==> config.mk <==
export PLATFORM = sky130hd
export DESIGN_NAME = dac_wave_spi_gen_flat
export DESIGN_NICKNAME = d
export VERILOG_FILES = /design/src/rtl/dac_wave_spi_gen_if.sv /design/src/rtl/dac_wave_spi_gen.sv /design/src/flat_wrapper.sv
export SDC_FILE = /design/constraint.sdc
export NUM_CORES = 1
export LEC_CHECK = 0
export ABC_AREA = 1
export BUFFER_PORTS_ARGS = -buffer_cell sky130_fd_sc_hd__clkbuf_2
export CAP_MARGIN = 20
export CORE_ASPECT_RATIO = 1.4
export CORE_MARGIN = 1
export CORE_UTILIZATION = 48
export CTS_BUF_LIST = sky130_fd_sc_hd__clkbuf_4 sky130_fd_sc_hd__clkbuf_8
export DETAILED_ROUTE_END_ITERATION = 6
export GPL_TIMING_DRIVEN = 0
export PLACE_DENSITY = 0.65
export SYNTH_ARGS = -nofsm -noshare
export SYNTH_HDL_FRONTEND = slang
export SYNTH_SLANG_ARGS = --single-unit
==> constraint.sdc <==
create_clock -name clk -period 3.8 [get_ports clk]
set_input_delay 0.19 -clock clk [delete_from_list [all_inputs] [get_ports clk]]
set_output_delay 0.19 -clock clk [all_outputs]
set_load 0.05 [all_outputs]
==> src/rtl/dac_wave_spi_gen_if.sv <==
// Control and DAC-pin bundle for the test-pattern SPI source.
// master = system/bench side, slave = generator side.
interface dac_wave_spi_gen_if #(
    parameter int DATA_W = 8
);
    logic              en;
    logic [1:0]        mode;
    logic [DATA_W-1:0] level;
    logic              dac_sync;
    logic              dac_sclk;
    logic              dac_sdi;
    logic              busy;
    logic              frame_done;

    modport master (
        output en, mode, level,
        input  dac_sync, dac_sclk, dac_sdi, busy, frame_done
    );

    modport slave (
        input  en, mode, level,
        output dac_sync, dac_sclk, dac_sdi, busy, frame_done
    );
endinterface

==> src/rtl/dac_wave_spi_gen.sv <==
// DAC test-pattern source: phase accumulator -> saw/triangle/square/constant sample,
// each sample shipped MSB first as one SPI frame (SYNC/SCLK/SDI).
module dac_wave_spi_gen #(
    parameter int DATA_W   = 8,
    parameter int FRAME_W  = 16,
    parameter int DATA_LSB = 4,
    parameter int CLK_DIV  = 1,
    parameter int STEP_DIV = 1000,
    parameter int GAP_CYC  = 1
) (
    input logic              clk,
    input logic              rst_n,
    dac_wave_spi_gen_if.slave bus
);
    localparam int M  = DATA_W - 1;
    localparam int SW = (STEP_DIV > 1) ? $clog2(STEP_DIV) : 1;
    localparam int DW = (CLK_DIV  > 1) ? $clog2(CLK_DIV)  : 1;
    localparam int GW = (GAP_CYC  > 1) ? $clog2(GAP_CYC)  : 1;
    localparam int BW = (FRAME_W  > 1) ? $clog2(FRAME_W)  : 1;

    if (DATA_LSB + DATA_W > FRAME_W) begin : g_bad_cfg
        $error("sample field does not fit in the SPI frame");
    end

    typedef enum logic [1:0] {IDLE, SHIFT, GAP} state_t;

    state_t              state, state_d;
    logic [SW-1:0]       step;
    logic [DATA_W-1:0]   phase, sample;
    logic [FRAME_W-1:0]  shreg, shreg_d;
    logic [DW-1:0]       div_cnt, div_d;
    logic [BW-1:0]       bit_cnt, bit_d;
    logic [GW-1:0]       gap_cnt, gap_d;
    logic                sync_q, sclk_q, sdi_q, busy_q, done_q;
    logic                sync_d, sclk_d, sdi_d, busy_d, done_d;

    // Phase advances only while enabled, independent of the frame engine.
    always_ff @(posedge clk or negedge rst_n) begin
        if (!rst_n) begin
            step  <= '0;
            phase <= '0;
        end else if (bus.en) begin
            if (step == SW'(STEP_DIV - 1)) begin
                step  <= '0;
                phase <= phase + 1'b1;
            end else begin
                step  <= step + 1'b1;
            end
        end
    end

    always_comb begin
        case (bus.mode)
            2'b00:   sample = phase;
            2'b01:   sample = phase[M] ? ~{phase[M-1:0], 1'b0} : {phase[M-1:0], 1'b0};
            2'b10:   sample = {DATA_W{phase[M]}};
            default: sample = bus.level;
        endcase
    end

    always_comb begin
        state_d = state;
        shreg_d = shreg;
        div_d   = div_cnt;
        bit_d   = bit_cnt;
        gap_d   = gap_cnt;
        sync_d  = sync_q;
        sclk_d  = sclk_q;
        sdi_d   = sdi_q;
        busy_d  = busy_q;
        done_d  = 1'b0;
        case (state)
            IDLE: if (bus.en) begin
                shreg_d = FRAME_W'(sample) << DATA_LSB;
                sync_d  = 1'b0;
                sdi_d   = shreg_d[FRAME_W-1];
                sclk_d  = 1'b0;
                busy_d  = 1'b1;
                bit_d   = '0;
                div_d   = '0;
                state_d = SHIFT;
            end
            SHIFT: begin
                if (div_cnt == DW'(CLK_DIV - 1)) begin
                    div_d = '0;
                    if (!sclk_q) begin
                        sclk_d = 1'b1;
                    end else if (bit_cnt == BW'(FRAME_W - 1)) begin
                        sync_d  = 1'b1;
                        sclk_d  = 1'b0;
                        sdi_d   = 1'b0;
                        done_d  = 1'b1;
                        gap_d   = '0;
                        state_d = GAP;
                    end else begin
                        // SDI only moves on the falling SCLK edge
                        sclk_d  = 1'b0;
                        bit_d   = bit_cnt + 1'b1;
                        shreg_d = shreg << 1;
                        sdi_d   = shreg[FRAME_W-2];
                    end
                end else begin
                    div_d = div_cnt + 1'b1;
                end
            end
            GAP: begin
                if (gap_cnt == GW'(GAP_CYC - 1)) begin
                    busy_d  = 1'b0;
                    state_d = IDLE;
                end else begin
                    gap_d = gap_cnt + 1'b1;
                end
            end
            default: state_d = IDLE;
        endcase
    end

    always_ff @(posedge clk or negedge rst_n) begin
        if (!rst_n) begin
            state   <= IDLE;
            shreg   <= '0;
            div_cnt <= '0;
            bit_cnt <= '0;
            gap_cnt <= '0;
            sync_q  <= 1'b1;
            sclk_q  <= 1'b0;
            sdi_q   <= 1'b0;
            busy_q  <= 1'b0;
            done_q  <= 1'b0;
        end else begin
            state   <= state_d;
            shreg   <= shreg_d;
            div_cnt <= div_d;
            bit_cnt <= bit_d;
            gap_cnt <= gap_d;
            sync_q  <= sync_d;
            sclk_q  <= sclk_d;
            sdi_q   <= sdi_d;
            busy_q  <= busy_d;
            done_q  <= done_d;
        end
    end

    assign bus.dac_sync   = sync_q;
    assign bus.dac_sclk   = sclk_q;
    assign bus.dac_sdi    = sdi_q;
    assign bus.busy       = busy_q;
    assign bus.frame_done = done_q;
endmodule

==> src/flat_wrapper.sv <==
// flat-port wrapper written by rule: the top's interface ports become plain ports
module dac_wave_spi_gen_flat 
#(
    parameter int DATA_W   = 8,
    parameter int FRAME_W  = 16,
    parameter int DATA_LSB = 4,
    parameter int CLK_DIV  = 1,
    parameter int STEP_DIV = 1000,
    parameter int GAP_CYC  = 1
)
  (clk, rst_n, bus_en, bus_mode, bus_level, bus_dac_sync, bus_dac_sclk, bus_dac_sdi, bus_busy, bus_frame_done);
  dac_wave_spi_gen_if #(.DATA_W(DATA_W)) bus_i ();
  input logic clk;
  input logic rst_n;
  input wire logic [$bits(bus_i.en)-1:0] bus_en;
  input wire logic [$bits(bus_i.mode)-1:0] bus_mode;
  input wire logic [$bits(bus_i.level)-1:0] bus_level;
  output wire logic [$bits(bus_i.dac_sync)-1:0] bus_dac_sync;
  output wire logic [$bits(bus_i.dac_sclk)-1:0] bus_dac_sclk;
  output wire logic [$bits(bus_i.dac_sdi)-1:0] bus_dac_sdi;
  output wire logic [$bits(bus_i.busy)-1:0] bus_busy;
  output wire logic [$bits(bus_i.frame_done)-1:0] bus_frame_done;
  assign bus_i.en = bus_en;
  assign bus_i.mode = bus_mode;
  assign bus_i.level = bus_level;
  assign bus_dac_sync = bus_i.dac_sync;
  assign bus_dac_sclk = bus_i.dac_sclk;
  assign bus_dac_sdi = bus_i.dac_sdi;
  assign bus_busy = bus_i.busy;
  assign bus_frame_done = bus_i.frame_done;
  dac_wave_spi_gen #(.DATA_W(DATA_W), .FRAME_W(FRAME_W), .DATA_LSB(DATA_LSB), .CLK_DIV(CLK_DIV), .STEP_DIV(STEP_DIV), .GAP_CYC(GAP_CYC)) u_core (.clk(clk), .rst_n(rst_n), .bus(bus_i));
endmodule
* Yosys cells after proc, flatten, opt, wreduce, memory -nomap -nowiden
Index checks and enable logic that the tools add are counted.
Word-level totals: register bits after elaboration 46, input port bits 13, output and inout port bits 5, logic and storage cells 89
Cells by class: $add $sub $neg 5, equal/unequal tests 12, muxes and demuxes 45, bitwise operators 1, reductions and logical operators 14
Operators by type and width (number):
- $mux W15 | 4
- $pmux W15 S2 | 1
- $pmux W8 S3 | 1
- $mux W1 | 20
- $mux W4 | 4
- $reduce_and A5 Y1 | 3
- $pmux W1 S2 | 6
- $add A10 B1 Y10 const B | 1
- $eq A10 B10 Y1 const B | 1
- $mux W10 | 1
- $mux W2 | 5
- $add A8 B1 Y8 const B | 1
- $mux W8 | 1
- $ne A2 B2 Y1 const B | 4
- $not A8 Y8 | 1
- $pmux W4 S2 | 1
- $reduce_and A4 Y1 | 2
- $pmux W2 S3 | 1
- $reduce_and A3 Y1 | 2
- $reduce_bool A2 Y1 | 3
- $add A4 B1 Y4 const B | 1
- $eq A2 B1 Y1 const B | 2
- $eq A2 B2 Y1 const B | 2
- $eq A4 B4 Y1 const B | 1
- 4 further kinds | 8

* Logic depth before layout (Yosys ltp)
Gate-level depths: netlist (run 1).
depth in word-level cells 5, gate-level depth with buffers 10, mapped depth without buffers 9

* Worst setup path after synthesis (run 1)
No wires, ideal clock.
kind reg-to-reg, from register u_core.sclk_q, in the netlist u_core.bus.dac_sclk, to register u_core.bit_cnt[3], setup time 0.119 ns, arrival 1.343 ns, required time 3.681 ns, path slack 2.338 ns, stages on the path, launching flop included 9, buffers on the path 1, period minus slack after synthesis 1.462 ns, cells stage by stage dfrtp_1 inv_1 nand2_1 nand2_2 nor2_2 buf_6 nand3_1 nand2_1 nor2_1
On the way: word-level cells in the longest chain between the ends 2
RTL lines:
- start, declared | line dac_wave_spi_gen.sv:34 | logic sync_q, sclk_q, sdi_q, busy_q, done_q;
- start signal, assigned | line dac_wave_spi_gen.sv:137 | sclk_q <= sclk_d;
- $ne A2 B1 Y1 (no source line)
- $reduce_and A5 Y1 (no source line)
- end signal, assigned | line dac_wave_spi_gen.sv:134 | bit_cnt <= bit_d;
- end, declared | line dac_wave_spi_gen.sv:32 | logic [BW-1:0] bit_cnt, bit_d;
No other way between the ends. A chain may end at the register's enable or synchronous reset.

* Final worst setup path (run 1)
from register u_core.step[0], to register u_core.phase[5]
On the way: word-level cells in the longest chain between the ends 2
RTL lines:
- start, declared | line dac_wave_spi_gen.sv:28 | logic [SW-1:0] step;
- start signal, assigned | line dac_wave_spi_gen.sv:47 | step <= step + 1'b1;
- $eq A10 B10 Y1 | line dac_wave_spi_gen.sv:43 | if (step == SW'(STEP_DIV - 1)) begin
- $reduce_and A2 Y1 (no source line)
- end signal, assigned | line dac_wave_spi_gen.sv:45 | phase <= phase + 1'b1;
- end, declared | line dac_wave_spi_gen.sv:29 | logic [DATA_W-1:0] phase, sample;
No other way between the ends.

==> metrics.md, run 1 <==
| Metric | Value |
|---|---|
| WP buf/inv | 2 |
| CTS tree | done |
| Switching Share | 41.61% |
| Nets@finish | 366 |
| Area growth syn-to-layout | 12.89% |
| Number of port buffers | 15 |
| CP required | 3.98 ns |
| PnR worst setup slack | 2.211 ns |
| Pre-CTS setup slack | around 2.2 ns |
| Final period utilization | a little over two fifths |
| Violation count after the first detailed-route iteration | 55 |
| Int Power | approximately 0.001 W |
| Grt met2 use | approximately a third |
| Slew margin rel. | 68.07% |
| Core Box Area | between 4000 and 5000 sq um |
| Setup crit start kind | flip-flop |
| Number of global-route vias before repair | 1874 |
| Clock power frac | between 20% and 30% |
| Max VDD drop | 0.3176 mV |
| Critical Path Source | u_core.step[0] |
| Crit path max-delay family | simple AND/OR/NAND/NOR gates |
| Commonest non-fill, non-tap cell in the layout | nand2_1 |
| Switch Pwr | 0.0007145 W |
| Setup_tns | 0 ns |
| First-pass GRT wire length | 8.045 mm |
| Hold depth | 2 |
| Final hold vios | 0 |
| Clock transition at path regs | 0.08 ns |
| CP Max Fanout | 6 |
| H-tree Lvls | 2 |
| Detailed Routing Iterations Pass 1 | 4 |
| Met1 Use GR | 23.75% |
| Core Util, Final | 57.32% |
| P_leak | 1.366 nW |
| Largest net degree at the start of global routing | 41 |
| Initial Utilization | 50.77% |
| Clk sinks | 40 |
| Clock buffer count from CTS | 5 |
| Worst Reg-to-Reg Cells | 8 |
| Routing usage on met3 | 3.852% |
| Most frequent cells in the layout | nand2_1 (121), dfrtp_1 (39), inv_1 (33) |
| Gr ovfl total | 0 |
| Mapped Area | 2340 sq um |
| Crit path top cell by count | nand2_1 |
| Post-CTS Resized | 0 |
| Root buffer cell | clkbuf_8 |
| R2r endpoint | u_core.phase[5] |
| Status | complete, no violations |
| Synth Warn # | 0 |
| Routed WL | 4.655 mm |
| Critical setup path kind | reg -> reg |
| Max Clock Freq | ~0.63 GHz |
| Setup violators final | 0 |
| Worst R2R Start | u_core.step[0] |
| Worst slew pin tran | 0.4772 ns |
| Post-CTS setup buffer count | 0 |
| Setup crit end kind | flip-flop |
| Power Density | 650.1 nW/um^2 |
| GPL Wtd Cong | 0.8261 |
| Arr. time, crit path | 1.77 ns |
| Hold_buf cts | 0 |
| Max cap viols | 0 |
| Top Usage Layer GRT | met2 |
| Via density | 4.852 |
| Syn_nets | 342 |
| Post-synth top area cell | dfrtp_1 |
| Max Clock Skew | 0.006296 ns |
| Worst hold slack | 0.1666 ns |
| Clock Latency Late Sink | just under 0.3 ns |
| Placed wire-length estimate | between 3 and 4 mm |
| Die area | 5162 sq um |
| Cell variety after synth | 29 |
| Remaining routing DRC violations | 0 |
| Seq/Total Area, Yosys | about 43% |
| Minimum clock period | 1.589 ns |
| Wirelength per Cell | 11.27 microns |
| I/O pins | 18 |
| GRT Util Overall | 20.65% |
| Mapped Cells | 326 |
| Combinational Power Share | 41.8% |
| Rows | 29 |
| Worst hold path startpoint | bus_en |
| CP Cell Sequence | ha_1 > nand2_1 > inv_1 > nand4_2 > nor2_4 > inv_1 > nand2_1 > nand2_1 |
| CP max stage delay | 0.40 ns |
| Die W | about 60 microns |
| Layout cells sized above 1 | 15.67% |
| Antenna Nets Post-Route | 0 |
| Antenna violations before repair | 0 |
| Clock tree buffer depth | 2 |
| Sequential share of power | 38.1% |
| Vias | ~2000 |
| R2R setup slack | between 2 and 2.5 ns |
| Hold path endpoint | u_core.step[0] |
| Die Span Y | 84.61 microns |
| Synth top area share | 41.71% |
| Critical-path top delay cell | dfrtp_1 |
| Register bit count reported by yosys | 40 |
| RSZ-0062 raised after global routing | no |
| Ant. Diodes | 0 |
| Final max-slew violation count | 0 |
| Largest cells by area after synthesis | dfrtp_1 (42%), nand2_1 (19%), nand3_1 (6.0%) |
| Worst hold path class | in -> reg |
| Avg Inst Size Synth | 7.177 sq um |
-- routing by layer --
metal  vias to the layer above  share of wire, %
li1                       1068                 -
met2                        21                52
met3                         5               1.6
met5                         -                 0
met1                       910                45
met4                         0               1.7
-- power groups by stage --
stage	clock [W]	combinational (W)	sequential, W
4_1_cts	0.000363	0.000722	0.000654
2_1_floorplan	0	0.000501	0.000717
3_5_place_dp	0	0.000719	0.000662
3_3_place_gp	0	0.000707	0.000661
5_1_grt	0.000382	0.000812	0.000675
6_report	0.000346	0.000718	0.000654
-- stage by stage --
| stage | instance area [sq um] | std cells | power, W |
|---|---|---|---|
| 3_3_place_gp | 2492 | 403 | 0.001367 |
| 2_1_floorplan | 2340 | 326 | 0.001218 |
| 5_1_grt | 2641 | 413 | 0.001870 |
| 6_report | 2641 | 413 | 0.001717 |
| 3_5_place_dp | 2492 | 403 | 0.001380 |
| 4_1_cts | 2604 | 411 | 0.001738 |
-- synth_stat cells --
library cell and n:
a21oi_1 5, a21oi_2 1, buf_2 2, buf_4 1
buf_6 3, clkbuf_1 1, clkinv_1 1, dfrtp_1 39
dfstp_2 1, ha_1 3, inv_1 33, inv_2 3
nand2_1 121, nand2_2 2, nand2_4 2, nand3_1 28
nand3b_1 1, nand4_1 4, nand4_2 1, nor2_1 29
nor2_2 5, nor2_4 2, nor3_1 2, o21ai_0 14
o21ai_1 2, o21bai_1 2, o22ai_1 3, or2_2 8
xor2_1 7
-- state kept, by name, summed over array words and instances (netlist names) --
name and cells:
u_core.step 10, u_core.bus.busy 1, u_core.shreg 11, u_core.bus.frame_done 1
u_core.bus.dac_sclk 1, u_core.bus.dac_sdi 1, u_core.bit_cnt 4, u_core.bus.dac_sync 1
u_core.phase 8, u_core.state 2
-- how the worst max path moves through the flow --
| stage | slack [ns] | cells after the start | end |
|---|---|---|---|
| finish | 2.21 | 8 | u_core.phase[5] |
| floorplan | 2.34 | 8 | u_core.bit_cnt[3] |
| detailed placement | 2.21 | 8 | u_core.phase[5] |
| CTS | 2.19 | 8 | u_core.phase[5] |
| global route | 2.04 | 8 | u_core.phase[1] |
| global placement | 2.21 | 8 | u_core.phase[5] |
-- kinds of logic (layout without fill, tap and decap cells) --
logic type | count (synthesis) | count (layout) | share of synthesized area, %
buf+inv | 44 | 69 | 8.289
flops | 40 | 40 | 42.83
xor+xnor | 7 | 7 | 2.620
compound gates | 27 | 27 | 6.310
fa+ha+maj | 3 | 3 | 1.604
simple gates | 205 | 205 | 38.34
-- area by class of cell --
cell class              count  area, sq um
well taps                  62        77.57
repair buffers             17        112.6
fillers                   477         1967
flip-flops and latches     40         1002
clock inverters             3        42.54
multi-input cells         242         1144
inverters                  37        138.9
plain buffers               7        55.05
clock buffers               5        68.82
Note: power is estimated with default switching activity, not from simulation.
==> run 2, diff against run 1 <==
--- a/config.mk
+++ b/config.mk
@@ -5,7 +5,7 @@
 export SDC_FILE = /design/constraint.sdc
 export NUM_CORES = 1
 export LEC_CHECK = 0
-export ABC_AREA = 1
+export ABC_AREA = 0
 export BUFFER_PORTS_ARGS = -buffer_cell sky130_fd_sc_hd__clkbuf_2
 export CAP_MARGIN = 20
 export CORE_ASPECT_RATIO = 1.4
@@ -14,7 +14,7 @@
 export CTS_BUF_LIST = sky130_fd_sc_hd__clkbuf_4 sky130_fd_sc_hd__clkbuf_8
 export DETAILED_ROUTE_END_ITERATION = 6
 export GPL_TIMING_DRIVEN = 0
-export PLACE_DENSITY = 0.65
+export PLACE_DENSITY = 0.68
 export SYNTH_ARGS = -nofsm -noshare
 export SYNTH_HDL_FRONTEND = slang
 export SYNTH_SLANG_ARGS = --single-unit
==> constraint.sdc (replaced) <==
create_clock -name clk -period 1.35 [get_ports clk]
set_input_delay 0.0675 -clock clk [delete_from_list [all_inputs] [get_ports clk]]
set_output_delay 0.0675 -clock clk [all_outputs]
set_load 0.05 [all_outputs]
==> metrics.md, run 2 <==
| Metric | Value |
|---|---|
| Max cap viols | 0 (unchanged) |
| Detailed Routing Iterations Pass 1 | 4 (unchanged) |
| Critical-path top delay cell | dfrtp_1 |
| Syn_nets | 240 (-30%) |
| Root buffer cell | clkbuf_8 |
| CP Cell Sequence | ha_4 > and4bb_1 > and3_4 > nand2_2 > mux2_4 |
| Violation count after the first detailed-route iteration | 43 (-22%) |
| Largest cells by area after synthesis | dfrtp_1 (43%), xnor2_1 (5.0%), nand2_1 (4.2%) |
| Via density | 5.465 (+13%) |
| I/O pins | 18 (unchanged) |
| EDFF count, synth | 0 (unchanged) |
| Setup crit end kind | flip-flop |
| Final hold vios | 0 (unchanged) |
| Register bit count reported by yosys | 40 (unchanged) |
| Status | finished, violations left |
| Synth Flop Type | dfrtp_1 |
| Clk sinks | 40 (unchanged) |
| CP Max Fanout | 4 (-2) |
| Worst slew pin tran | 0.4573 ns (-0.01990 ns) |
| Register area | 1006 sq um (+0.37%) |
| Worst hold path class | in -> reg |
| Ant. Diodes | 0 (unchanged) |
| Largest net degree at the start of global routing | 41 (unchanged) |
| Number of global-route vias before repair | 1769 (-5.6%) |
| Gr ovfl total | 0 (unchanged) |
| Antenna Nets Post-Route | 0 (unchanged) |
| Clock transition at path regs | 0.08 ns (about the same) |
| Worst hold slack | 0.1377 ns (-0.02889 ns) |
| Core Box Area | 4536 sq um (-1.6%) |
| Crit path max-delay family | simple AND/OR/NAND/NOR gates |
| CP max stage delay | 0.41 ns (about the same) |
| Vias | 1798 (-10%) |
| Slew margin rel. | 69.52% (+1.4 points) |
| Number of port buffers | 15 (unchanged) |
| Antenna violations before repair | 0 (unchanged) |
| Synth async-reset ratio | 100.0% (unchanged) |
| Pre-CTS setup slack | -0.3348 ns (-2.548 ns) |
| Reg with most FFs | u_core.shreg |
| Synth Warn # | 0 (unchanged) |
| Routed WL | 5.015 mm (+7.7%) |
| CP required | 1.53 ns (-2.45 ns) |
| Rows | 29 (unchanged) |
| Final period utilization | 112.9% (+71 points) |
| Critical setup path kind | reg -> reg |
| Mapped Cells | 224 (-31%) |
| Die Span Y | 83.14 microns (-1.7%) |
| Clock buffer count from CTS | 5 (unchanged) |
| RSZ-0062 raised after global routing | yes |
| Layout cells sized above 1 | 44.19% (+29 points) |
| Power Density | 1698 nW/um^2 (+160%) |
| PnR worst setup slack | -0.1745 ns (-2.386 ns) |
| Count leader, synth | dfrtp_1 |
| H-tree Lvls | 2 (unchanged) |
| Commonest non-fill, non-tap cell in the layout | dfrtp_1 |
| Area growth syn-to-layout | 31.76% |
| Nets@finish | 282 (-23%) |
| Setup crit start kind | flip-flop |
| CTS tree | done |
| Mapped Area | 2257 sq um (-3.5%) |
| Max VDD drop | 0.9048 mV (+180%) |
| WP buf/inv | 0 (-2) |
| Placed wire-length estimate | 3.079 mm (-10%) |
| Final max-slew violation count | 0 (unchanged) |
| Post-synth top area cell | dfrtp_1 |
| Setup violators final | 20 (+20) |
| Avg Inst Size Synth | 10.08 sq um (+40%) |
| Minimum clock period | 1.525 ns (-0.06432 ns) |
| GRT Util Overall | 21.56% (+0.90 points) |
| Max FFs per register | 11 (unchanged) |
| Area of the multi-input gates | 1386 sq um (+21%) |
| Die area | 4984 sq um (-3.4%) |
| Clock tree buffer depth | 2 (unchanged) |
| Max Clock Freq | 0.6559 GHz (+4.2%) |
| Failing checks | setup timing |
| P_leak | 1.313 nW (-3.9%) |
| Fill cells | 367 (-23%) |
| Post-synth top cells | dfrtp_1 (39), nand2_1 (25), nor2_1 (18), xnor2_1 (13) |
| Die W | 59.96 microns (-1.7%) |
| Synth top area share | 43.24% (+1.5 points) |
| Most frequent cells in the layout | dfrtp_1 (36), buf_4 (19), nor2_1 (18), nand2_1 (18), clkbuf_2 (15) |
| Top flop regs | u_core.shreg: 11 flops, u_core.step: 10 flops, u_core.phase: 8 flops |
| Arr. time, crit path | 1.70 ns (-0.07 ns) |
| Placed cell areas | 2429 sq um (-2.6%) |
| Final instance area | 2974 sq um (+13%) |
| Max Clock Skew | 0.009418 ns (+0.003122 ns) |
| Wirelength per Cell | 15.24 microns (+35%) |
| Seq/Total Area, Yosys | 44.40% (+1.6 points) |
| Initial Utilization | 49.77% (-1.0 points) |
| Remaining routing DRC violations | 0 (unchanged) |
| First-pass GRT wire length | 8.079 mm (+0.42%) |
| Clock Latency Late Sink | 0.30 ns (about the same) |
| GPL Wtd Cong | 0.7841 (-5.1%) |
| Cell variety after synth | 52 (+79%) |
==> run 2: cell count changes after synthesis, moves of 6 or more <==
cell      change
a211oi_1     +11
o31ai_1       +6
inv_1        -29
nand2_1      -96
xnor2_1      +13
a21o_1        +9
nor2_1       -11
or2_2         -8
nand3_1      -22
==> run 2: cell families after synthesis <==
kind of cell | after synthesis | synth area share, %
AOI/OAI and AO/OA | 60 | 19.46
muxes | 4 | 2.106
buffers and inverters | 19 | 5.155
adders and majority gates | 3 | 1.663
xor gates and xnor gates | 17 | 7.262
DFF | 40 | 44.40
and+or+nand+nor | 81 | 19.96
==> run 2: layout make-up <==
cell class	count	share of cell area, %
repair buffers	38	10.14
clock inverters	2	0.3366
well taps	62	2.608
plain buffers	11	2.945
inverters	5	0.7573
multi-input cells	165	46.61
clock buffers	6	2.777
flip-flops and latches	40	33.82
==> run 2: stage by stage <==
step | setup TNS [ns] | utilization, % | power (W) | cells
final | -1.661 | 65.57 | 0.005049 | 329
after global routing | -2.896 | 65.57 | 0.005371 | 329
after CTS | -1.016 | 61.52 | 0.004741 | 322
after detailed placement | -5.006 | 53.54 | 0.003492 | 301
after global placement | -5.316 | 53.54 | 0.003467 | 301
after floorplan | -1.852 | - | 0.003110 | 224
==> run 2: worst paths after layout <==
| kind | from | to | slack, ns | cells after the start |
|---|---|---|---|---|
| min | bus_en | u_core.phase[0] | 0.14 | 3 |
| max reg2reg | u_core.step[1] | u_core.phase[1] | -0.17 | 5 |
| max | u_core.step[1] | u_core.phase[1] | -0.17 | 5 |
| max in group asynchronous | rst_n | u_core.bus.dac_sync | 0.55 | 3 |
| min in group asynchronous | rst_n | u_core.shreg[14] | 0.24 | 2 |
| min reg2reg | u_core.bus.dac_sync | u_core.bus.dac_sync | 0.49 | 2 |
==> run 2: power by group <==
part | internal (W) | switching, W
Clock | 0.000408 | 0.000426
Sequential | 0.00154 | 0.000282
Combinational | 0.00109 | 0.00130
==> run 2: layer usage <==
metal / up-vias / track usage (%) / part of all wire [%]
li1: 890 / - / -
met1: 884 / 24.70 / 42
met2: 17 / 37.58 / 54
met3: 7 / 5.296 / 1.9
met4: 0 / 7.400 / 1.8
met5: - / 0 / 0
==> run 2: what timing repair did <==
| action | 4_1_cts | 5_1_grt |
|---|---|---|
| gates cloned | 2 | 0 |
| setup buffers | 12 | 7 |
| resized for setup | 33 | 23 |
| endpoints found under the hold margin | 39 | 0 |
| hold buffers | 1 | 0 |
| setup endpoints to repair | 30 | 30 |
| pin swaps | 23 | 7 |
==> run 2: worst register-to-register path: cells and delay by family (launching register included) <==
| family | cells | cell delay [ns] |
|---|---|---|
| fa+ha+maj | 1 | 0.15 |
| flops | 1 | 0.41 |
| mux | 1 | 0.30 |
| simple gates | 3 | 0.55 |
==> run 3, diff against run 2 <==
--- a/config.mk
+++ b/config.mk
@@ -10,11 +10,11 @@
 export CAP_MARGIN = 20
 export CORE_ASPECT_RATIO = 1.4
 export CORE_MARGIN = 1
-export CORE_UTILIZATION = 48
+export CORE_UTILIZATION = 40
 export CTS_BUF_LIST = sky130_fd_sc_hd__clkbuf_4 sky130_fd_sc_hd__clkbuf_8
 export DETAILED_ROUTE_END_ITERATION = 6
 export GPL_TIMING_DRIVEN = 0
-export PLACE_DENSITY = 0.68
+export PLACE_DENSITY = 0.58
 export SYNTH_ARGS = -nofsm -noshare
 export SYNTH_HDL_FRONTEND = slang
 export SYNTH_SLANG_ARGS = --single-unit
==> metrics.md, run 3 (synthesis gave the netlist of run 2 again) <==
| Metric | Value |
|---|---|
| Status | finished, violations left |
| Failing checks | setup timing |
| Layout cells sized above 1 | 44.32% (+0.13 points) |
| Max FFs per register | 11 (unchanged) |
| Setup violators final | 18 (-10%) |
| Minimum clock period | 1.515 ns (-0.009750 ns) |
| Final period utilization | 112.2% (-0.72 points) |
| Worst R2R Start | u_core.step[1] |
| Max Clock Skew | 0.009762 ns (+0.0003444 ns) |
| CP max stage delay | 0.40 ns (about the same) |
| CP required | 1.53 ns (about the same) |
| Critical-path top delay cell | dfrtp_1 |
| Reg with most FFs | u_core.shreg |
| Pre-CTS setup slack | -0.3369 ns (-0.002073 ns) |
| R2R setup slack | -0.16 ns (about the same) |
| Antenna Nets Post-Route | 0 (unchanged) |
| GPL Wtd Cong | 0.7639 (-2.6%) |
| Die W | 65.49 microns (+9.2%) |
| Crit path max-delay family | simple AND/OR/NAND/NOR gates |
| Routed WL | 5.057 mm (+0.84%) |
| Antenna violations before repair | 0 (unchanged) |
| Hold path endpoint | u_core.phase[0] |
| Die area | 5951 sq um (+19%) |
| Worst Reg-to-Reg Cells | 6 (+1) |
| R2r endpoint | u_core.phase[2] |
| Rows | 32 (+10%) |
| Top flop regs | u_core.shreg: 11 flops, u_core.step: 10 flops, u_core.phase: 8 flops |
| RSZ-0062 raised after global routing | yes |
| Clk sinks | 40 (unchanged) |
| Largest net degree at the start of global routing | 41 (unchanged) |
| Critical setup path kind | reg -> reg |
| Initial Utilization | 41.15% (-8.6 points) |
| CP Cell Sequence | ha_4 > and4bb_1 > and3_4 > buf_8 > nand3_4 > xnor2_2 |
| Placed wire-length estimate | 3.246 mm (+5.4%) |
| Max VDD drop | 0.6281 mV (-31%) |
| Hold depth | 3 (unchanged) |
| Violation count after the first detailed-route iteration | 44 (+2.3%) |
| Clock buffer count from CTS | 5 (unchanged) |
| Gr ovfl total | 0 (unchanged) |
| Ant. Diodes | 0 (unchanged) |
| Final max-slew violation count | 0 (unchanged) |
| Core Box Area | 5485 sq um (+21%) |
| Via density | 5.326 (-2.6%) |
| Arr. time, crit path | 1.70 ns (about the same) |
| Setup crit end kind | flip-flop |
| Power Density | 1709 nW/um^2 (+0.65%) |
| CP Max Fanout | 5 (+1) |
| Clock transition at path regs | 0.08 ns (about the same) |
| Remaining routing DRC violations | 0 (unchanged) |
| Clock Latency Late Sink | 0.30 ns (about the same) |
| GRT Util Overall | 18.65% (-2.9 points) |
| Die Span Y | 90.88 microns (+9.3%) |
| Commonest non-fill, non-tap cell in the layout | dfrtp_1 |
| Setup crit start kind | flip-flop |
| WP buf/inv | 1 (+1) |
| Number of global-route vias before repair | 1837 (+3.8%) |
| Setup_tns | -1.392 ns (+0.2689 ns) |
| Clock tree buffer depth | 2 (unchanged) |
| Root buffer cell | clkbuf_8 |
| Fill cells | 496 (+35%) |
| I/O pins | 18 (unchanged) |
| Worst hold slack | 0.1335 ns (-0.004248 ns) |
| P_leak | 1.352 nW (+3.0%) |
| Max Clock Freq | 0.6602 GHz (+0.64%) |
| Most frequent cells in the layout | dfrtp_1 (36), buf_4 (21), nor2_1 (18), nand2_1 (18), clkbuf_2 (15) |
| Final hold vios | 0 (unchanged) |
| Slew margin rel. | 71.61% (+2.1 points) |
| Area growth syn-to-layout | 33.20% |
| Vias | 1816 (+1.0%) |
| Worst hold path startpoint | bus_en |
| Nets@finish | 288 (+2.1%) |
| Max cap viols | 0 (unchanged) |
| Number of port buffers | 15 (unchanged) |
| PnR worst setup slack | -0.1648 ns (+0.009750 ns) |
| Wirelength per Cell | 14.83 microns (-2.7%) |
| First-pass GRT wire length | 8.390 mm (+3.8%) |
| H-tree Lvls | 2 (unchanged) |
| CTS tree | done |
| Detailed Routing Iterations Pass 1 | 4 (unchanged) |
| Worst hold path class | in -> reg |
| Worst slew pin tran | 0.4240 ns (-0.03328 ns) |
| Final Power | 0.005137 W (+1.7%) |
-- run 3: changes by cell type in the layout (fill, tap and decap cells not counted), moves of 2 or more --
cell      change
buf_4         +2
clkbuf_4      +2
buf_16        -2
buf_6         +3
a211oi_2      -4
o31ai_2       -3
buf_12        +2
a211oi_1      +4
o31ai_1       +2
-- run 3: how the worst max path moves through the flow --
stage / from / cells past startpoint / endpoint / slack [ns]
after floorplan: u_core.step[0] / 5 / u_core.phase[1] / -0.19
after global placement: u_core.step[0] / 6 / u_core.phase[6] / -0.35
after detailed placement: u_core.step[0] / 6 / u_core.phase[2] / -0.34
after CTS: u_core.step[1] / 5 / u_core.phase[1] / -0.16
after global routing: u_core.step[1] / 6 / u_core.phase[2] / -0.24
final: u_core.step[1] / 6 / u_core.phase[2] / -0.16
-- run 3: routing by layer --
metal / up-vias / track usage, % / share of wire, %
met5: - / 0 / 0
met4: 0 / 7.971 / 1.7
met3: 6 / 4.167 / 2.1
li1: 906 / - / -
met2: 11 / 32.39 / 53
met1: 893 / 21.34 / 43
-- run 3: area by class of cell --
type	count	area (sq um)	share of cell area, %
Timing Repair Buffer	44	342.8	11.40
Sequential cell	40	1006	33.46
Inverter	5	20.02	0.6658
Tap cell	68	85.08	2.830
Multi-Input combinational cell	165	1368	45.48
Buffer	11	87.58	2.913
Clock inverter	1	7.507	0.2497
Clock buffer	7	90.09	2.996
-- run 3: worst register-to-register path, cell delays in order, from the launching register on --
cell and delay [ns]:
dfrtp_1 0.40, ha_4 0.15, and4bb_1 0.23, and3_4 0.25
buf_8 0.15, nand3_4 0.08, xnor2_2 0.14
-- run 3: power by group --
group          switching (W)  internal, W
clock               0.000432     0.000436
sequential          0.000298      0.00154
combinational        0.00128      0.00115
-- run 3: per-stage QoR --
stage / cells / util, % / instance area [sq um]
floorplan: 224 / - / 2276
global placement: 307 / 44.41 / 2436
detailed placement: 307 / 44.41 / 2436
CTS: 331 / 51.00 / 2798
global route: 341 / 54.81 / 3007
finish: 341 / 54.81 / 3007
-- run 3: timing repair --
action / CTS / global route
setup buffers: 15 / 11
hold endpoints to repair: 39 / 0
pin swaps: 19 / 15
endpoints found under the setup margin: 30 / 30
hold buffers: 1 / 0
gates resized for setup: 30 / 27
cloned: 2 / 0
